==> src/rtl/pin_verify_pkg.sv <==
// Shared state encoding, default parameter values and width helpers for pin_verify.
package pin_pkg;

    typedef enum logic [2:0] {
        IDLE    = 3'd0,
        ENTRY   = 3'd1,
        CHECK   = 3'd2,
        OK      = 3'd3,
        BAD     = 3'd4,
        LOCKOUT = 3'd5
    } state_e;

    localparam int DIGIT_W_DEF        = 2;
    localparam int PIN_LEN_DEF        = 4;
    localparam int MAX_TRIES_DEF      = 3;
    localparam int HOLD_CYCLES_DEF    = 4;
    localparam int LOCKOUT_CYCLES_DEF = 16;

    function automatic int pin_w(input int digit_w, input int pin_len);
        return digit_w * pin_len;
    endfunction

    function automatic int cnt_w(input int pin_len);
        return $clog2(pin_len + 1);
    endfunction

    function automatic int try_w(input int max_tries);
        return $clog2(max_tries + 1);
    endfunction

    function automatic int tmr_w(input int hold_cycles, input int lockout_cycles);
        return $clog2(((hold_cycles > lockout_cycles) ? hold_cycles : lockout_cycles) + 1);
    endfunction

endpackage

==> src/rtl/pin_verify_if.sv <==
// Keypad-side strobes and status outputs of the PIN checker.
interface pin_verify_if import pin_pkg::*; #(
    parameter int DIGIT_W   = DIGIT_W_DEF,
    parameter int PIN_LEN   = PIN_LEN_DEF,
    parameter int MAX_TRIES = MAX_TRIES_DEF
);
    localparam int CNT_W = cnt_w(PIN_LEN);
    localparam int TRY_W = try_w(MAX_TRIES);

    logic [DIGIT_W-1:0] digit;
    logic               submit;
    logic               clear;
    logic               waiting;
    logic               correct;
    logic               incorrect;
    logic               locked;
    logic [CNT_W-1:0]   digits_entered;
    logic [TRY_W-1:0]   tries_left;
    logic               bug;

    modport master (
        output digit, submit, clear,
        input  waiting, correct, incorrect, locked, digits_entered, tries_left, bug
    );

    modport slave (
        input  digit, submit, clear,
        output waiting, correct, incorrect, locked, digits_entered, tries_left, bug
    );
endinterface

==> src/rtl/pin_verify_hold_timer.sv <==
// Down-counter timing the correct/incorrect hold and the lockout window.
module hold_timer #(
    parameter int W = 5
) (
    input  logic         clk,
    input  logic         reset_n,
    input  logic         load_i,
    input  logic [W-1:0] load_val_i,
    output logic         busy_o,
    output logic         done_o
);
    logic [W-1:0] count_q;

    always_ff @(posedge clk or negedge reset_n) begin
        if (!reset_n) begin
            count_q <= '0;
        end else if (load_i) begin
            count_q <= load_val_i;
        end else if (count_q != '0) begin
            count_q <= count_q - W'(1);
        end
    end

    // done marks the final cycle of the window so the owner leaves on the next edge
    assign done_o = (count_q == W'(1));
    assign busy_o = (count_q != '0);
endmodule

==> src/rtl/pin_verify.sv <==
// PIN entry FSM: shifts in digits, compares against PASSKEY, holds result flags and locks out.
module pin_verify import pin_pkg::*; #(
    parameter int DIGIT_W                           = DIGIT_W_DEF,
    parameter int PIN_LEN                           = PIN_LEN_DEF,
    parameter logic [DIGIT_W*PIN_LEN-1:0] PASSKEY   = 8'b10100101,
    parameter int MAX_TRIES                         = MAX_TRIES_DEF,
    parameter int HOLD_CYCLES                       = HOLD_CYCLES_DEF,
    parameter int LOCKOUT_CYCLES                    = LOCKOUT_CYCLES_DEF
) (
    input  logic         clk,
    input  logic         reset_n,
    pin_verify_if.slave  bus
);
    localparam int PIN_W = pin_w(DIGIT_W, PIN_LEN);
    localparam int CNT_W = cnt_w(PIN_LEN);
    localparam int TRY_W = try_w(MAX_TRIES);
    localparam int TMR_W = tmr_w(HOLD_CYCLES, LOCKOUT_CYCLES);

    localparam logic [CNT_W-1:0] LAST_DIGIT = CNT_W'(PIN_LEN - 1);
    localparam logic [TRY_W-1:0] TRIES_MAX  = TRY_W'(MAX_TRIES);
    localparam logic [TMR_W-1:0] HOLD_LD    = TMR_W'(HOLD_CYCLES);
    localparam logic [TMR_W-1:0] LOCK_LD    = TMR_W'(LOCKOUT_CYCLES);

    state_e           state_q;
    logic [PIN_W-1:0] pin_q, pin_d;
    logic [CNT_W-1:0] cnt_q;
    logic [TRY_W-1:0] tries_q;
    logic             waiting_q, correct_q, incorrect_q, locked_q, bug_q;
    logic             match, tmr_load, tmr_busy, tmr_done;
    logic [TMR_W-1:0] tmr_val;

    generate
        if (PIN_LEN == 1) begin : g_single
            assign pin_d = bus.digit;
        end else begin : g_shift
            assign pin_d = {pin_q[PIN_W-DIGIT_W-1:0], bus.digit};
        end
    endgenerate

    assign match    = (pin_q == PASSKEY);
    assign tmr_load = (state_q == CHECK);
    assign tmr_val  = (match || tries_q != TRY_W'(1)) ? HOLD_LD : LOCK_LD;

    hold_timer #(.W(TMR_W)) u_timer (
        .clk        (clk),
        .reset_n    (reset_n),
        .load_i     (tmr_load),
        .load_val_i (tmr_val),
        .busy_o     (tmr_busy),
        .done_o     (tmr_done)
    );

    always_ff @(posedge clk or negedge reset_n) begin
        if (!reset_n) begin
            state_q     <= IDLE;
            pin_q       <= '0;
            cnt_q       <= '0;
            tries_q     <= TRIES_MAX;
            waiting_q   <= 1'b1;
            correct_q   <= 1'b0;
            incorrect_q <= 1'b0;
            locked_q    <= 1'b0;
            bug_q       <= 1'b0;
        end else begin
            case (state_q)
                IDLE, ENTRY: begin
                    // clear wins over a coincident submit
                    if (bus.clear) begin
                        pin_q   <= '0;
                        cnt_q   <= '0;
                        state_q <= IDLE;
                    end else if (bus.submit) begin
                        pin_q <= pin_d;
                        cnt_q <= cnt_q + CNT_W'(1);
                        if (cnt_q == LAST_DIGIT) begin
                            state_q   <= CHECK;
                            waiting_q <= 1'b0;
                        end else begin
                            state_q <= ENTRY;
                        end
                    end
                end
                CHECK: begin
                    cnt_q <= '0;
                    pin_q <= '0;
                    if (match) begin
                        state_q   <= OK;
                        correct_q <= 1'b1;
                        tries_q   <= TRIES_MAX;
                    end else if (tries_q > TRY_W'(1)) begin
                        state_q     <= BAD;
                        incorrect_q <= 1'b1;
                        tries_q     <= tries_q - TRY_W'(1);
                    end else begin
                        state_q     <= LOCKOUT;
                        incorrect_q <= 1'b1;
                        locked_q    <= 1'b1;
                        tries_q     <= '0;
                    end
                end
                OK, BAD: begin
                    if (tmr_done || !tmr_busy) begin
                        state_q     <= IDLE;
                        correct_q   <= 1'b0;
                        incorrect_q <= 1'b0;
                        waiting_q   <= 1'b1;
                    end
                end
                LOCKOUT: begin
                    if (tmr_done || !tmr_busy) begin
                        state_q     <= IDLE;
                        incorrect_q <= 1'b0;
                        locked_q    <= 1'b0;
                        waiting_q   <= 1'b1;
                        tries_q     <= TRIES_MAX;
                    end
                end
                default: begin
                    bug_q       <= 1'b1;
                    state_q     <= IDLE;
                    pin_q       <= '0;
                    cnt_q       <= '0;
                    waiting_q   <= 1'b1;
                    correct_q   <= 1'b0;
                    incorrect_q <= 1'b0;
                    locked_q    <= 1'b0;
                end
            endcase
        end
    end

    assign bus.waiting        = waiting_q;
    assign bus.correct        = correct_q;
    assign bus.incorrect      = incorrect_q;
    assign bus.locked         = locked_q;
    assign bus.digits_entered = cnt_q;
    assign bus.tries_left     = tries_q;
    assign bus.bug            = bug_q;
endmodule
==> src/flat_wrapper.sv <==
// flat-port wrapper written by rule: the top's interface ports become plain ports
module pin_verify_flat import pin_pkg::*;
#(
    parameter int DIGIT_W                           = DIGIT_W_DEF,
    parameter int PIN_LEN                           = PIN_LEN_DEF,
    parameter logic [DIGIT_W*PIN_LEN-1:0] PASSKEY   = 8'b10100101,
    parameter int MAX_TRIES                         = MAX_TRIES_DEF,
    parameter int HOLD_CYCLES                       = HOLD_CYCLES_DEF,
    parameter int LOCKOUT_CYCLES                    = LOCKOUT_CYCLES_DEF
)
  (clk, reset_n, bus_digit, bus_submit, bus_clear, bus_waiting, bus_correct, bus_incorrect, bus_locked, bus_digits_entered, bus_tries_left, bus_bug);
  pin_verify_if #(.DIGIT_W(DIGIT_W), .PIN_LEN(PIN_LEN), .MAX_TRIES(MAX_TRIES)) bus_i ();
  input  logic clk;
  input  logic reset_n;
  input wire logic [$bits(bus_i.digit)-1:0] bus_digit;
  input wire logic [$bits(bus_i.submit)-1:0] bus_submit;
  input wire logic [$bits(bus_i.clear)-1:0] bus_clear;
  output wire logic [$bits(bus_i.waiting)-1:0] bus_waiting;
  output wire logic [$bits(bus_i.correct)-1:0] bus_correct;
  output wire logic [$bits(bus_i.incorrect)-1:0] bus_incorrect;
  output wire logic [$bits(bus_i.locked)-1:0] bus_locked;
  output wire logic [$bits(bus_i.digits_entered)-1:0] bus_digits_entered;
  output wire logic [$bits(bus_i.tries_left)-1:0] bus_tries_left;
  output wire logic [$bits(bus_i.bug)-1:0] bus_bug;
  assign bus_i.digit = bus_digit;
  assign bus_i.submit = bus_submit;
  assign bus_i.clear = bus_clear;
  assign bus_waiting = bus_i.waiting;
  assign bus_correct = bus_i.correct;
  assign bus_incorrect = bus_i.incorrect;
  assign bus_locked = bus_i.locked;
  assign bus_digits_entered = bus_i.digits_entered;
  assign bus_tries_left = bus_i.tries_left;
  assign bus_bug = bus_i.bug;
  pin_verify #(.DIGIT_W(DIGIT_W), .PIN_LEN(PIN_LEN), .PASSKEY(PASSKEY), .MAX_TRIES(MAX_TRIES), .HOLD_CYCLES(HOLD_CYCLES), .LOCKOUT_CYCLES(LOCKOUT_CYCLES)) u_core (.clk(clk), .reset_n(reset_n), .bus(bus_i));
endmodule
==> config.mk <==
export PLATFORM = sky130hd
export DESIGN_NAME = pin_verify_flat
export DESIGN_NICKNAME = d
export VERILOG_FILES = /design/src/rtl/pin_verify_pkg.sv /design/src/rtl/pin_verify_if.sv /design/src/rtl/pin_verify_hold_timer.sv /design/src/rtl/pin_verify.sv /design/src/flat_wrapper.sv
export SDC_FILE = /design/constraint.sdc
export NUM_CORES = 1
export LEC_CHECK = 0
export BUFFER_PORTS_ARGS = -buffer_cell sky130_fd_sc_hd__clkbuf_2
export CAP_MARGIN = 40
export CORE_MARGIN = 10
export CORE_UTILIZATION = 50
export CTS_BUF_LIST = sky130_fd_sc_hd__clkbuf_4 sky130_fd_sc_hd__clkbuf_8 sky130_fd_sc_hd__clkbuf_16
export DETAILED_ROUTE_END_ITERATION = 10
export PLACE_DENSITY = 0.77
export SLEW_MARGIN = 20
export SYNTH_ARGS = -nofsm -noshare
export SYNTH_HDL_FRONTEND = slang
export SYNTH_SLANG_ARGS = --single-unit
==> constraint.sdc <==
create_clock -name clk -period 2 [get_ports clk]
set_clock_uncertainty 0.15 [all_clocks]
set_input_delay 0.4 -clock clk [delete_from_list [all_inputs] [get_ports clk]]
set_output_delay 0.4 -clock clk [all_outputs]
set_load 0.01 [all_outputs]
==> results.json <==
{
  "run_status": "completed",
  "track_usage_pct": 11.8,
  "finalNetCount": 173,
  "post_synth_num_cell_types": 49,
  "routed-via-count": 1082,
  "netSwitchingPower_w": 0.000729,
  "p_per_area_nw_per_um2": 1200,
  "pwr-share-clk_pct": 12.9,
  "p_int_w": 0.00115,
  "port_buffers": 15,
  "drc_errors": 0,
  "syn_inst": 145,
  "clock-sinks": 26,
  "layout_commonest_cell": "dfrtp_1",
  "power_frac_seq_pct": 48.3,
  "cp-start-kind": "flop",
  "irDropWorstVdd_mv": 0.708,
  "ys.warnings.count": 0,
  "synthFlopType": "dfrtp_1",
  "power_frac_comb_pct": 38.9,
  "fp.dieArea_sq_um": 5410,
  "synth-seq-cells": 26,
  "via_per_inst": 5.61,
  "async_reset_ff_share_pct": 100,
  "layout_common_cells": "dfrtp_1, nand2_1, clkbuf_2",
  "relSlewSlack_pct": 57.1,
  "min_period_ns": 1.83,
  "critPathMaxFanout": 4,
  "gp_congestion": 0.840,
  "p_sw_share_pct": 38.8,
  "antenna_cells": 0,
  "setup_tns_ns": 0,
  "ys_seq_area_share_pct": 45.6,
  "end_kind": "flop",
  "worstPathArrival_ns": 1.89,
  "final_hold_viol_count": 0,
  "synth_area_sq_um": 1430,
  "max_freq_ghz": 0.546,
  "drt_first_pass_iters": 4,
  "wire_per_inst_um": 14.9,
  "syn_avg_cell_area_sq_um": 9.89,
  "worst_pin_slew_ns": 0.643,
  "cap_violations": 0,
  "drt-initial-drc-count": 71,
  "grt_pass1_wl_um": 5250,
  "core_sq_um": 2760,
  "fin_crit_sh_pct": 91.6,
  "start_util_pct": 52.0,
  "synth.area.top_cells": "dfrtp_1, nand2_1, dfstp_2, o21ai_0, ha_1",
  "hpwl_um": 2150,
  "ant_nets": 0,
  "cts-htree-levels": 1,
  "synth_edf_count": 0,
  "ioPinCount": 16,
  "min_path_cells": 3,
  "cp.required_ns": 2.05,
  "path_clk_slew_ns": 0.14,
  "rows": 19,
  "grt_pass1_vias": 1126,
  "area_delta_synth_final_pct": 9.34,
  "fill_cells": 256,
  "grt_antenna_before_repair": 0,
  "insertion_delay_ns": 0.32,
  "drive_gt1_share_pct": 24.1,
  "place_area_sq_um": 1530,
  "drt_wl_total_um": 2880,
  "reg2reg_depth": 6,
  "placed_cells": 188,
  "rsz0062_at_grt": "false",
  "cts_buffer_depth": 2,
  "critPathKind": "flop to flop",
  "clock-root-buffer": "clkbuf_4",
  "totalPowerFinal_w": 0.00188,
  "grt_max_degree": 27,
  "numCtsBuffers": 3,
  "die_h_um": 73.6,
  "setup_viol": 0,
  "fin_area_sq_um": 1570,
  "grt_overflow_total": 0,
  "die_x_um": 73.6,
  "stdcell_count": 193,
  "cts_tree": "built",
  "synth_top_area_share_pct": 40.1,
  "yosys.area.top_type": "dfrtp_1",
  "p_leak_nw": 0.699,
  "drv_slew": 0,
  "syn_nets": 155,
  "holdCritPathClass": "input pin to flop"
}
-- worst max-delay path: stages, from the launching register on --
cell and delay (ns):
dfrtp_1 0.45, inv_1 0.08, ha_1 0.19, or3b_1 0.39, or2_4 0.27, xnor2_1 0.15, nor2_1 0.05
-- metrics by stage --
step | util (%) | hold slack (ns) | setup WS [ns]
2_1_floorplan | - | -0.0456 | 0.320
3_3_place_gp | 55.4 | 0.288 | 0.277
3_5_place_dp | 55.4 | 0.303 | 0.195
4_1_cts | 56.9 | 0.115 | 0.174
5_1_grt | 56.9 | 0.155 | 0.0541
6_report | 56.9 | 0.127 | 0.167
-- path summary, 6_finish.rpt --
kind                                              to                      start  slack (ns)
min in group asynchronous       u_core.bus.incorrect                    reset_n        0.46
max in group asynchronous  u_core.u_timer.count_q[4]                    reset_n        0.82
max                        u_core.u_timer.count_q[0]  u_core.u_timer.count_q[0]        0.17
max reg2reg                u_core.u_timer.count_q[0]  u_core.u_timer.count_q[0]        0.17
min reg2reg                           u_core.bus.bug             u_core.bus.bug        0.34
min                                  u_core.pin_q[0]               bus_digit[0]        0.13
-- synthesized netlist by cell type, types with 2 or more instances --
library cell / n
dfrtp_1: 23
nand2_1: 22
o21ai_0: 13
a21oi_1: 8
inv_1: 6
buf_2: 4
ha_1: 4
nand3_1: 4
nor2_1: 4
nor3_1: 4
dfstp_2: 3
o31ai_1: 3
a21o_1: 2
a22oi_1: 2
buf_6: 2
nand2b_1: 2
nor2b_1: 2
o21ai_1: 2
o22a_1: 2
o22ai_1: 2
o32ai_1: 2
xor2_1: 2
-- per-layer routing --
layer / GRT usage (%) / share of wire, %
met3: 2.29 / 5.6
met2: 18.1 / 49
met4: 4.55 / 1.4
met5: 0 / 0
met1: 15.8 / 44
-- state kept, by name, indices dropped and copies added (netlist names) --
register and count:
u_core.pin_q 8, u_core.u_timer.count_q 5, u_core.bus.digits_entered 3, u_core.state_q 3
u_core.bus.tries_left 2, u_core.bus.bug 1, u_core.bus.correct 1, u_core.bus.incorrect 1
u_core.bus.locked 1, u_core.bus.waiting 1
-- repair_timing --
| action | CTS | global route |
|---|---|---|
| hold buffers | 1 | 0 |
| buffers inserted | 0 | 0 |
| endpoints found under the setup margin | 0 | 0 |
| hold endpoints to repair | 23 | 0 |
| gates resized for setup | 0 | 0 |
-- power groups by stage --
stage / Clock (W) / Combinational (W) / Sequential [W]
after global placement: 0 / 0.000711 / 0.000907
after global routing: 0.000270 / 0.000837 / 0.000945
after detailed placement: 0 / 0.000734 / 0.000920
after CTS: 0.000252 / 0.000741 / 0.000907
final: 0.000241 / 0.000730 / 0.000907
after floorplan: 0 / 0.000553 / 0.000880
-- logic make-up after synthesis --
| family | synth area share (%) |
|---|---|
| simple gates | 22.0 |
| compound gates | 21.3 |
| flops | 45.6 |
| buf+inv | 5.06 |
| fa+ha+maj | 3.49 |
| xor+xnor | 1.83 |
| mux | 0.698 |
-- layout make-up --
class                           instances  area, sq um  share of cell area, %
Sequential cell                        26          654                   41.7
Tap cell                               31         38.8                   2.47
Timing Repair Buffer                   20          115                   7.34
Multi-Input combinational cell        106          707                   45.1
Clock buffer                            4         30.0                   1.92
Inverter                                6         22.5                   1.44
No activity file was read; power rests on OpenSTA's default activity.
